==> config.mk <==
export PLATFORM = sky130hd
export DESIGN_NAME = udp_rx
export DESIGN_NICKNAME = d
export VERILOG_FILES = /design/src/rtl/udp_rx_pkg.sv /design/src/rtl/udp_rx_hdr_capture.sv /design/src/rtl/udp_rx.sv
export SDC_FILE = /design/constraint.sdc
export NUM_CORES = 1
export LEC_CHECK = 0
export CAP_MARGIN = 20
export CORE_MARGIN = 4
export CORE_UTILIZATION = 57
export DETAILED_ROUTE_END_ITERATION = 8
export PLACE_DENSITY = 0.86
export SYNTH_ARGS = -nofsm -noshare
export SYNTH_HDL_FRONTEND = slang
export SYNTH_HIERARCHICAL = 1
export SYNTH_SLANG_ARGS = --single-unit
==> constraint.sdc <==
create_clock -name clk -period 11.85 [get_ports clk]
set_clock_uncertainty 0.15 [all_clocks]
set_input_delay 1.185 -clock clk [delete_from_list [all_inputs] [get_ports clk]]
set_output_delay 1.185 -clock clk [all_outputs]
set_load 0.1 [all_outputs]
==> src/rtl/udp_rx_pkg.sv <==
// Shared types and constants for the UDP receive path.
package udp_rx_pkg;

  localparam logic [15:0] UDP_HDR_LEN = 16'd8;

  typedef enum logic [1:0] {
    ErrNone     = 2'd0,
    ErrShortHdr = 2'd1,
    ErrBadLen   = 2'd2,
    ErrTrunc    = 2'd3
  } udp_rx_err_e;

  typedef enum logic [1:0] {
    StIdle,
    StHdr,
    StData,
    StDiscard
  } udp_rx_state_e;

  typedef struct packed {
    logic        is_valid;
    logic [31:0] src_ip_addr;
    logic [15:0] src_port;
    logic [15:0] dst_port;
    logic [15:0] data_length;
  } udp_rx_header_type;

  typedef struct packed {
    udp_rx_header_type hdr;
    logic [7:0]        data;
    logic              data_valid;
    logic              data_last;
  } udp_rx_type;

  // A UDP length must cover its own header and fit inside the IP payload.
  function automatic logic hdr_len_bad(input logic [15:0] udp_len, input logic [15:0] ip_len);
    return (udp_len < UDP_HDR_LEN) || (udp_len > ip_len);
  endfunction

endpackage

==> src/rtl/udp_rx_hdr_capture.sv <==
// Shifts in the first seven UDP header bytes; fields are decoded while byte 7 is on the input.
module udp_rx_hdr_capture
  import udp_rx_pkg::*;
(
  input  logic        clk,
  input  logic        reset,
  input  logic        shift_en,
  input  logic [7:0]  data_in,
  input  logic [15:0] ip_len,
  output logic [15:0] src_port,
  output logic [15:0] dst_port,
  output logic [15:0] udp_len,
  output logic        len_bad
);

  logic [55:0] shreg_q;

  always_ff @(posedge clk or posedge reset) begin
    if (reset) begin
      shreg_q <= '0;
    end else if (shift_en) begin
      shreg_q <= {shreg_q[47:0], data_in};
    end
  end

  assign src_port = shreg_q[55:40];
  assign dst_port = shreg_q[39:24];
  assign udp_len  = shreg_q[23:8];
  assign len_bad  = hdr_len_bad(udp_len, ip_len);

endmodule

==> src/rtl/udp_rx.sv <==
// UDP receive layer: filters IP payloads on protocol, strips the 8-byte header and forwards
// user data with one cycle of latency, counting malformed datagrams.
module udp_rx
  import udp_rx_pkg::*;
#(
  parameter logic [7:0]  UDP_PROTO = 8'h11,
  parameter int unsigned ERR_CNT_W = 8
) (
  input  logic                 clk,
  input  logic                 reset,
  input  logic                 ip_rx_start,
  input  logic                 ip_rx_hdr_is_valid,
  input  logic [7:0]           ip_rx_hdr_protocol,
  input  logic [15:0]          ip_rx_hdr_data_length,
  input  logic [31:0]          ip_rx_hdr_src_ip_addr,
  input  logic [7:0]           ip_rx_data_in,
  input  logic                 ip_rx_data_in_valid,
  input  logic                 ip_rx_data_in_last,
  output logic                 udp_rx_start,
  output logic                 udp_rx_hdr_is_valid,
  output logic [31:0]          udp_rx_hdr_src_ip_addr,
  output logic [15:0]          udp_rx_hdr_src_port,
  output logic [15:0]          udp_rx_hdr_dst_port,
  output logic [15:0]          udp_rx_hdr_data_length,
  output logic [7:0]           udp_rx_data_out,
  output logic                 udp_rx_data_out_valid,
  output logic                 udp_rx_data_out_last,
  output logic [ERR_CNT_W-1:0] udp_rx_err_cnt,
  output logic [1:0]           udp_rx_err_code
);

  udp_rx_state_e        state_q;
  udp_rx_type           rx_q;
  udp_rx_err_e          err_code_q;
  logic                 start_q;
  logic [15:0]          cnt_q;
  logic [15:0]          ip_len_q;
  logic [ERR_CNT_W-1:0] err_cnt_q;
  logic [ERR_CNT_W-1:0] err_cnt_inc;

  logic [15:0] cap_src_port;
  logic [15:0] cap_dst_port;
  logic [15:0] cap_udp_len;
  logic        cap_len_bad;
  logic        hdr_shift;

  // A new start always wins over a byte in the same cycle.
  assign hdr_shift = (state_q == StHdr) && ip_rx_data_in_valid && !ip_rx_start;

  udp_rx_hdr_capture u_hdr_capture (
    .clk      (clk),
    .reset    (reset),
    .shift_en (hdr_shift),
    .data_in  (ip_rx_data_in),
    .ip_len   (ip_len_q),
    .src_port (cap_src_port),
    .dst_port (cap_dst_port),
    .udp_len  (cap_udp_len),
    .len_bad  (cap_len_bad)
  );

  assign err_cnt_inc = (err_cnt_q == '1) ? err_cnt_q : err_cnt_q + ERR_CNT_W'(1);

  always_ff @(posedge clk or posedge reset) begin
    if (reset) begin
      state_q    <= StIdle;
      rx_q       <= '0;
      err_code_q <= ErrNone;
      start_q    <= 1'b0;
      cnt_q      <= '0;
      ip_len_q   <= '0;
      err_cnt_q  <= '0;
    end else begin
      start_q         <= 1'b0;
      rx_q.data_valid <= 1'b0;
      rx_q.data_last  <= 1'b0;
      if (ip_rx_start) begin
        if (state_q == StData) begin
          err_code_q <= ErrTrunc;
          err_cnt_q  <= err_cnt_inc;
        end
        rx_q.hdr.is_valid <= 1'b0;
        cnt_q             <= '0;
        ip_len_q          <= ip_rx_hdr_data_length;
        if (ip_rx_hdr_is_valid && (ip_rx_hdr_protocol == UDP_PROTO)) begin
          rx_q.hdr.src_ip_addr <= ip_rx_hdr_src_ip_addr;
          state_q              <= StHdr;
        end else begin
          state_q <= StDiscard;
        end
      end else if (ip_rx_data_in_valid) begin
        unique case (state_q)
          StIdle: ;
          StHdr: begin
            if (cnt_q == 16'd7) begin
              cnt_q <= '0;
              if (cap_len_bad) begin
                err_code_q <= ErrBadLen;
                err_cnt_q  <= err_cnt_inc;
                state_q    <= ip_rx_data_in_last ? StIdle : StDiscard;
              end else begin
                start_q              <= 1'b1;
                rx_q.hdr.is_valid    <= 1'b1;
                rx_q.hdr.src_port    <= cap_src_port;
                rx_q.hdr.dst_port    <= cap_dst_port;
                rx_q.hdr.data_length <= cap_udp_len - UDP_HDR_LEN;
                if (cap_udp_len == UDP_HDR_LEN) begin
                  state_q <= ip_rx_data_in_last ? StIdle : StDiscard;
                end else if (ip_rx_data_in_last) begin
                  // Header promised payload but the IP stream already ended.
                  err_code_q <= ErrTrunc;
                  err_cnt_q  <= err_cnt_inc;
                  state_q    <= StIdle;
                end else begin
                  state_q <= StData;
                end
              end
            end else if (ip_rx_data_in_last) begin
              err_code_q <= ErrShortHdr;
              err_cnt_q  <= err_cnt_inc;
              state_q    <= StIdle;
            end else begin
              cnt_q <= cnt_q + 16'd1;
            end
          end
          StData: begin
            rx_q.data       <= ip_rx_data_in;
            rx_q.data_valid <= 1'b1;
            cnt_q           <= cnt_q + 16'd1;
            if ((cnt_q + 16'd1) == rx_q.hdr.data_length) begin
              rx_q.data_last <= 1'b1;
              state_q        <= ip_rx_data_in_last ? StIdle : StDiscard;
            end else if (ip_rx_data_in_last) begin
              rx_q.data_last <= 1'b1;
              err_code_q     <= ErrTrunc;
              err_cnt_q      <= err_cnt_inc;
              state_q        <= StIdle;
            end
          end
          StDiscard: begin
            if (ip_rx_data_in_last) begin
              state_q <= StIdle;
            end
          end
          default: state_q <= StIdle;
        endcase
      end
    end
  end

  assign udp_rx_start           = start_q;
  assign udp_rx_hdr_is_valid    = rx_q.hdr.is_valid;
  assign udp_rx_hdr_src_ip_addr = rx_q.hdr.src_ip_addr;
  assign udp_rx_hdr_src_port    = rx_q.hdr.src_port;
  assign udp_rx_hdr_dst_port    = rx_q.hdr.dst_port;
  assign udp_rx_hdr_data_length = rx_q.hdr.data_length;
  assign udp_rx_data_out        = rx_q.data;
  assign udp_rx_data_out_valid  = rx_q.data_valid;
  assign udp_rx_data_out_last   = rx_q.data_last;
  assign udp_rx_err_cnt         = err_cnt_q;
  assign udp_rx_err_code        = err_code_q;

endmodule

* After elaboration in Yosys (flattened, before gate mapping) *
Cells that the tools add are included.

storage, ports and cells
  flip-flop bits (word level) = 192
  bits of input ports = 70
  output and inout port bits = 102
  word-level logic and storage cells = 106

cells by class
  add/subtract/negate cells = 3
  order comparisons = 2
  equality and inequality tests = 14
  mux-type cells = 51
  bitwise logic cells = 2
  reductions and logical operators = 19

operators by type and width
  cell                                                                           number
  8-bit 2-to-1 mux                                                               9
  16-bit 2-to-1 mux                                                              4
  2-bit 2-to-1 mux                                                               22
  16-bit case mux with 2 select lines                                            1
  16-bit by 1-bit adder with 16-bit output, second input constant                1
  16-bit equality test                                                           1
  16-bit by 3-bit equality test with 1-bit output, second input constant         1
  16-bit by 4-bit equality test with 1-bit output, second input constant         1
  16-bit greater-than comparator                                                 1
  16-bit by 4-bit less-than comparator with 1-bit output, second input constant  1
  8-bit case mux with 2 select lines                                             1
  16-bit by 4-bit subtractor with 16-bit output, second input constant           1
  1-bit 2-to-1 mux                                                               12
  5-bit AND reduction                                                            2
  8-bit by 1-bit adder with 8-bit output, second input constant                  1
  8-bit by 5-bit equality test with 1-bit output, second input constant          1
  8-bit equality test, second input constant                                     1
  4-bit by 3-bit inequality test with 1-bit output, second input constant        2
  2-bit nonzero test                                                             4
  2-bit case mux with 3 select lines                                             1
  3-bit AND reduction                                                            2
  6-bit AND reduction                                                            1
  5-bit inequality test, second input constant                                   1
  2-bit equality test, second input constant                                     2
  13 further kinds                                                               17

* Logic depth before layout (Yosys ltp) *
Gate-level depths: netlist of the first run.

  word-level depth = 9
  depth in mapped cells = 14
  depth with buffers taken out = 14

* Modules after synthesis *
Netlist of the first run, hierarchy kept.

modules (own cells, without submodules)
  module              instances  cells each  area each (um^2)  seq. area each (um^2)
  udp_rx              1          624         6377.4            3403.3
  udp_rx_hdr_capture  1          232         2886.5            1401.3

* Least setup slack after synthesis of the first run *
Ideal clock, no wire load.

  kind = reg2reg
  start = register rx_q, in the netlist udp_rx_hdr_data_length[6]
  end = register err_cnt_q[7], in the netlist udp_rx_err_cnt[7]
  arrival = 2.946 ns
  data required time = 11.572 ns
  path slack = 8.626 ns
  cell stages (with the launch flop) = 10
  buffers on the path = 0
  clock period less this slack = 3.224 ns
  cells stage by stage = dfrtp_1 xnor2_1 or3_1 a22o_1 nor3_1 or4b_4 o21ai_4 o21ai_2 nand4_1 mux2_1

between the ends
  cells in the longest elaborated chain, start to end = 3

RTL lines
  what                             line           source
  from (decl)                      udp_rx.sv:33   udp_rx_type rx_q;
  16-bit equality test             udp_rx.sv:130  if ((cnt_q + 16'd1) == rx_q.hdr.data_length) begin
  3-bit inequality test (no line)  -
  5-bit AND reduction (no line)    -
  to (signal assigned)             udp_rx.sv:112  err_cnt_q <= err_cnt_inc;
  to (signal assigned)             udp_rx.sv:120  err_cnt_q <= err_cnt_inc;
  to (signal assigned)             udp_rx.sv:136  err_cnt_q <= err_cnt_inc;
  to (decl)                        udp_rx.sv:38   logic [ERR_CNT_W-1:0] err_cnt_q;

No other way between the ends.
A chain may end at the register's enable or synchronous reset.

* Worst setup path in the final report of the first run *
  start = input ip_rx_start
  end = register state_q[1]

between the ends
  cells in the longest elaborated chain, start to end = 2
  elaborated cells between the ends (all ways) = 4
  those cells by class = 1 x mux; 3 x reduce/logical

RTL lines
  what                                                                       line          source
  from (decl)                                                                udp_rx.sv:11  input logic ip_rx_start,
  4-bit nonzero test (no line) / 2-bit nonzero test (equally long branches)  -
  2-bit AND reduction (no line)                                              -
  to (signal assigned)                                                       udp_rx.sv:66  state_q <= StIdle;
  to (signal assigned)                                                       udp_rx.sv:87  state_q <= StHdr;
  to (signal assigned)                                                       udp_rx.sv:89  state_q <= StDiscard;
  to (decl)                                                                  udp_rx.sv:32  udp_rx_state_e state_q;

Several ways; a longest one is shown, not always the timed one.

==> results of run 1 <==
==> area by class of cell <==
type	count	area (sq um)
timing repair buffer	179	1800
clock buffer	19	443
multi-input combinational	550	3820
fill	1131	4440
sequential	192	4800
tap	216	270
inverter	32	125
clock inverter	12	184
==> sequential cells by signal (all words and copies together), names as in the netlist <==
signal / cells
udp_rx_data_out_last: 1
udp_rx_hdr_src_ip_addr: 32
udp_rx_data_out_valid: 1
state_q: 2
udp_rx_hdr_data_length: 16
udp_rx_start: 1
u_hdr_capture/shreg_q: 56
udp_rx_err_cnt: 8
udp_rx_hdr_src_port: 16
udp_rx_hdr_dst_port: 16
cnt_q: 16
udp_rx_hdr_is_valid: 1
udp_rx_data_out: 8
ip_len_q: 16
udp_rx_err_code: 2
==> layer usage <==
metal | vias up | track usage [%] | routed length [microns]
met1 | 3319 | 29.7 | 8760
li1 | 3116 | - | -
met5 | - | 0 | 0
met3 | 35 | 5.91 | 1430
met4 | 0 | 7.89 | 396
met2 | 249 | 40.6 | 10900
==> cells by family (layout without fill, tap and decap cells) <==
kind of cell,after synthesis,count (layout)
flip-flops,192,192
XOR/XNOR,32,32
AND/OR/NAND/NOR,282,282
buffers and inverters,114,242
multiplexers,115,115
adder cells (fa/ha/maj),22,22
AO/OA/AOI/OAI,99,99
==> worst reg2reg max path: cells and delay by family (launching register included) <==
family          cells  cell delay (ps)
compound gates      4             1470
fa+ha+maj           1              390
buf+inv             1              130
flops               1              510
mux                 1              330
simple gates        4              690
==> layout by cell type, fill, tap and decap left out, types with 11 or more instances in the layout <==
master           instances
nand2_1                153
clkbuf_16               17
inv_1                   29
xnor2_1                 22
nor3_1                  17
dfrtp_1                192
a21oi_1                 21
mux2_2                 111
ha_1                    22
nor2_1                  42
nand3_1                 11
o21ai_0                 44
clkdlybuf4s50_1        171
==> stage by stage <==
| stage | std cells | util (%) |
|---|---|---|
| finish | 1200 | 72.1 |
| global route | 1200 | 72.1 |
| floorplan | 856 | - |
| global placement | 1166 | 67.8 |
| CTS | 1197 | 71.8 |
| detailed placement | 1166 | 67.8 |
==> power groups by stage <==
stage | Clock (W) | Combinational (W) | Sequential [W]
floorplan | 0 | 0.000380 | 0.00107
detailed placement | 0 | 0.000611 | 0.000922
global placement | 0 | 0.000593 | 0.000915
finish | 0.000611 | 0.000617 | 0.000913
global route | 0.000645 | 0.000662 | 0.000932
CTS | 0.000617 | 0.000618 | 0.000912
==> final timing paths <==
| path | start | to | slack, ps | cells past startpoint |
|---|---|---|---|---|
| max | ip_rx_start | state_q[1]$_DFFE_PP0P_ | 7780 | 9 |
| min | udp_rx_hdr_src_port[3]$_DFFE_PP0P_ | udp_rx_hdr_src_port[3]$_DFFE_PP0P_ | 320 | 2 |
| max reg2reg | u_hdr_capture/shreg_q[19]$_DFFE_PP0P_ | udp_rx_err_cnt[1]$_DFFE_PP0P_ | 8080 | 11 |
| min reg2reg | udp_rx_hdr_src_port[3]$_DFFE_PP0P_ | udp_rx_hdr_src_port[3]$_DFFE_PP0P_ | 320 | 2 |
| max in group asynchronous | reset | cnt_q[14]$_DFFE_PP0P_ | 9100 | 3 |
| min in group asynchronous | reset | udp_rx_hdr_dst_port[5]$_DFFE_PP0P_ | 1100 | 2 |
==> impl_metrics.ini, run 1 <==
[routing]
via_per_inst = 5.60
wl_microns = 21500
wl_per_cell_microns = 17.9
antenna_left = 0
drt_iter0_drc = 489
drcViolationCount = 0
vias = 6719
firstDrtPassIters = 5

[global_routing]
overflow = 0
grt_max_degree = 72
grt_pass1_wl_microns = 34400
grt_pass1_vias = 6774
grt_usage_pct = 23.7
antenna_found_initial = 0

[logic_synthesis]
synthMuxAreaShare_pct = 14.0
synth_xor_area_share_pct = 3.03
synth.most_common_cell = dfrtp_1
synth_top_cell_area_share_pct = 51.9
synth_nets = 948
ys_ff_latch = 192
syn_area_sq_um = 9260
syn_inst = 856
synth.distinct_cells = 67
synthAdderAreaFrac_pct = 2.97
syn_avg_cell_area_sq_um = 10.8
synth.yosys.seq_area_share_pct = 51.9
synth_top_family_by_area = simple AND/OR/NAND/NOR gates
synthArstFlopShare_pct = 100
yosys.area.top_type = dfrtp_1
synth-simple-area-share_pct = 14.5
synth_compound_area_share_pct = 6.73
synth_edf_count = 0
synthTopCellsByArea = dfrtp_1, mux2_2, nand2_1
synth-main-ff-cell = dfrtp_1
synth_warnings = 6
netlist_top_cells_count = dfrtp_1, nand2_1, mux2_2, buf_4, o21ai_0

[power]
leakagePower_nw = 5.28
internal_power_w = 0.00137
comb_power_share_pct = 28.8
peakVddDrop_mv = 0.151
power_w = 0.00214
p_clk_share_pct = 28.6
switchingPower_w = 0.000767
seqPwrFrac_pct = 42.7
power.density_nw_per_um2 = 187
sw_frac_of_total_pct = 35.8

[clock_tree]
cts_tree = yes
clkTransAtPathRegs_ps = 60
cts_sinks = 192
cts_inserted_buffers = 17
cts_resized = 0
cts_setup_buffers = 0
holdBufCountCts = 0
htreeDepth = 4
clkLatencyLatePin_ps = 440
cts.path.max_buffers = 2
cts_root_buffer = clkbuf_16

[timing]
finalSetupViolCount = 0
fmax_mhz = 246
finalHoldViolCount = 0
fin_crit_ps = 4070
slew_headroom_pct = 30.0
worst_slack_ps = 7780
maxSlewViolCount = 0
grt_setup_unrepaired = no
hold_ws_ps = 316
fin_crit_sh_pct = 34.3
tns_ps = 0
worst_pin_slew_ps = 1050

[setup_path]
startpoint_type = input pin
slowest_stage = nand4b_1
max_stage_delay_ps = 680
critPathKind = input pin to register
cp-end-kind = register
critPathArrivalTime_ps = 4240
cp_top_family = buffers and inverters
crit_chain = clkdlybuf4s50_1 -> buf_4 -> inv_1 -> nor4b_1 -> nand4b_1 -> buf_4 -> a211o_1 -> nor2_1 -> nor2_1
cp_max_fo = 27
required_ps = 12020
crit_buf_inv = 4

[placement]
port_buffers = 171
pre_cts_slack_ps = 7350
placed_cell_area_sq_um = 10800
gp_congestion = 0.868
place_hpwl_microns = 14800

[floorplan]
start_util_pct = 58.3
dieArea_sq_um = 18400
io_pins = 172
rows = 46
fp.dieH_microns = 135
fp.coreArea_sq_um = 15900
chipWidth_microns = 135

[cells_and_area]
num_antenna_cells = 0
area_growth_pct = 23.6
layout-drive-gt1-share_pct = 17.3
final_nets = 1064
final_area_sq_um = 11400

[status]
status = finished, final reports clean

[flow_run]
drv_cap = 0

[min_path]
worstHoldPathType = register to register
Power figures use the tool's default switching activity.
==> inputs of run 2 (changes only) <==
CORE_UTILIZATION = 53   (was 57)
PLACE_DENSITY = 0.81   (was 0.86)
clock period = 3.8 ns   (was 11.85 ns; I/O delays follow)
==> impl_metrics.ini, run 2 (same netlist as run 1, synthesis figures left out) <==
[clock_tree]
htreeDepth = 4
cts.path.max_buffers = 2
cts_inserted_buffers = 17
cts_tree = yes
holdBufCountCts = 0
cts_sinks = 192
cts_root_buffer = clkbuf_16
cts_resized = 0
cts_setup_buffers = 0
clkLatencyLatePin_ps = 430
clkTransAtPathRegs_ps = 70

[cells_and_area]
area_growth_pct = 23.8
ff_latch_area_sq_um = 4800
final_cells = 1215
multi_input_area_sq_um = 3820
final_nets = 1069
layout-drive-gt1-share_pct = 17.8
nFillCells = 1338
final_common_cell = dfrtp_1
num_antenna_cells = 0
final_cell_mix = dfrtp_1, clkdlybuf4s50_1, nand2_1
largest_reg_flops = 56
regMostFlops = u_hdr_capture/shreg_q

[floorplan]
start_util_pct = 53.7
fp.coreArea_sq_um = 17200
dieArea_sq_um = 19700
rows = 48
io_pins = 172
fp.dieH_microns = 140
chipWidth_microns = 140

[routing]
wl_microns = 20900
antenna_left = 0
drt_iter0_drc = 514
vias = 6572
via_per_inst = 5.41
firstDrtPassIters = 5
wl_per_cell_microns = 17.2
drcViolationCount = 0

[flow_run]
drv_cap = 0

[timing]
fin_crit_sh_pct = 94.9
tns_ps = 0
finalHoldViolCount = 0
slew_headroom_pct = 31.0
fin_crit_ps = 3610
fmax_mhz = 277
worst_pin_slew_ps = 1030
finalSetupViolCount = 0
maxSlewViolCount = 0
grt_setup_unrepaired = no

[placement]
place_hpwl_microns = 15000
gp_congestion = 0.944
port_buffers = 171
placed_cells = 1182

[status]
status = finished, final reports clean

[setup_path]
cp_max_fo = 6
slowest_stage = a2111o_1
cp-end-kind = register
startpoint_type = register
required_ps = 3960
r2r-end = udp_rx_err_cnt[1]$_DFFE_PP0P_
critPathKind = register to register
r2r_setup_slack_ps = 190
critPathArrivalTime_ps = 3760
reg2reg_from = u_hdr_capture/shreg_q[21]$_DFFE_PP0P_
ff2ff_path_depth = 11
crit_chain = ha_1 -> nand4_2 -> nor4_2 -> o21ai_1 -> a31oi_1 -> inv_1 -> nand2_1 -> nor2_1 -> a2111o_1 -> a221oi_4 -> mux2_4
max_stage_delay_ps = 500

[power]
power.density_nw_per_um2 = 570
power_w = 0.00653
internal_power_w = 0.00414
switchingPower_w = 0.00239
peakVddDrop_mv = 0.687
comb_power_share_pct = 30.2
seqPwrFrac_pct = 43.1
leakagePower_nw = 5.30
p_clk_share_pct = 26.7
sw_frac_of_total_pct = 36.5

[global_routing]
grt_pass1_wl_microns = 34600
antenna_found_initial = 0
grt_max_degree = 62
overflow = 0
grt_pass1_vias = 6620
grt_usage_pct = 21.8

[min_path]
worstHoldPathType = input pin to asynchronous set/reset pin
==> run 2: changes by cell type in the layout (fill, tap and decap cells not counted) <==
cell	delta
bufinv_16	-3
buf_12	+2
clkinv_2	+2
inv_6	+1
clkbuf_8	+2
buf_4	+3
clkinv_4	+1
clkinvlp_4	-1
inv_8	-1
==> run 2: critical path: cells and delay by family (launching register included) <==
kind | cells | cell delay, ps
flops | 1 | 470
compound gates | 4 | 1410
mux | 1 | 330
buf+inv | 1 | 120
fa+ha+maj | 1 | 350
simple gates | 4 | 660
==> run 2: final cells by class <==
class	instances	share of cell area, %
flip-flops and latches	192	41.9
multi-input cells	550	33.4
repair buffers	184	16.2
clock buffers	21	4.10
well taps	225	2.45
inverters	32	1.08
clock inverters	11	0.906
==> run 2: per-stage QoR <==
| step | setup WS [ps] | utilization (%) | hold WS [ps] | cell area, sq um |
|---|---|---|---|---|
| global placement | 338 | 63.2 | 300 | 10900 |
| finish | 193 | 66.5 | 222 | 11500 |
| global route | 16.5 | 66.5 | 265 | 11500 |
| floorplan | 576 | - | 299 | 9270 |
| CTS | 250 | 66.5 | 231 | 11500 |
| detailed placement | 290 | 63.2 | 305 | 10900 |
==> run 2: power groups by stage <==
| stage | Sequential [W] | Combinational, W | Clock [W] |
|---|---|---|---|
| after floorplan | 0.00333 | 0.00118 | 0 |
| after global placement | 0.00283 | 0.00192 | 0 |
| after global routing | 0.00288 | 0.00211 | 0.00187 |
| final | 0.00282 | 0.00197 | 0.00174 |
| after detailed placement | 0.00285 | 0.00196 | 0 |
| after CTS | 0.00282 | 0.00198 | 0.00177 |
==> run 2: worst max-delay path by stage <==
stage / start / end / slack (ps) / depth (start not counted)
after floorplan: udp_rx_hdr_data_length[6]$_DFFE_PP0P_ / udp_rx_err_cnt[7]$_DFFE_PP0P_ / 580 / 9
after global placement: u_hdr_capture/shreg_q[23]$_DFFE_PP0P_ / udp_rx_err_cnt[1]$_DFFE_PP0P_ / 340 / 11
after detailed placement: u_hdr_capture/shreg_q[23]$_DFFE_PP0P_ / udp_rx_err_cnt[1]$_DFFE_PP0P_ / 290 / 11
after CTS: u_hdr_capture/shreg_q[21]$_DFFE_PP0P_ / udp_rx_err_cnt[1]$_DFFE_PP0P_ / 250 / 11
after global routing: u_hdr_capture/shreg_q[23]$_DFFE_PP0P_ / udp_rx_err_cnt[4]$_DFFE_PP0P_ / 20 / 12
final: u_hdr_capture/shreg_q[21]$_DFFE_PP0P_ / udp_rx_err_cnt[1]$_DFFE_PP0P_ / 190 / 11
==> run 2: per-layer routing <==
metal,GRT usage (%),vias to the layer above,share of wire [%]
li1,-,3128,-
met2,34.4,226,47
met3,5.29,41,7.0
met1,29.4,3177,43
met4,8.47,0,2.8
met5,0,-,0
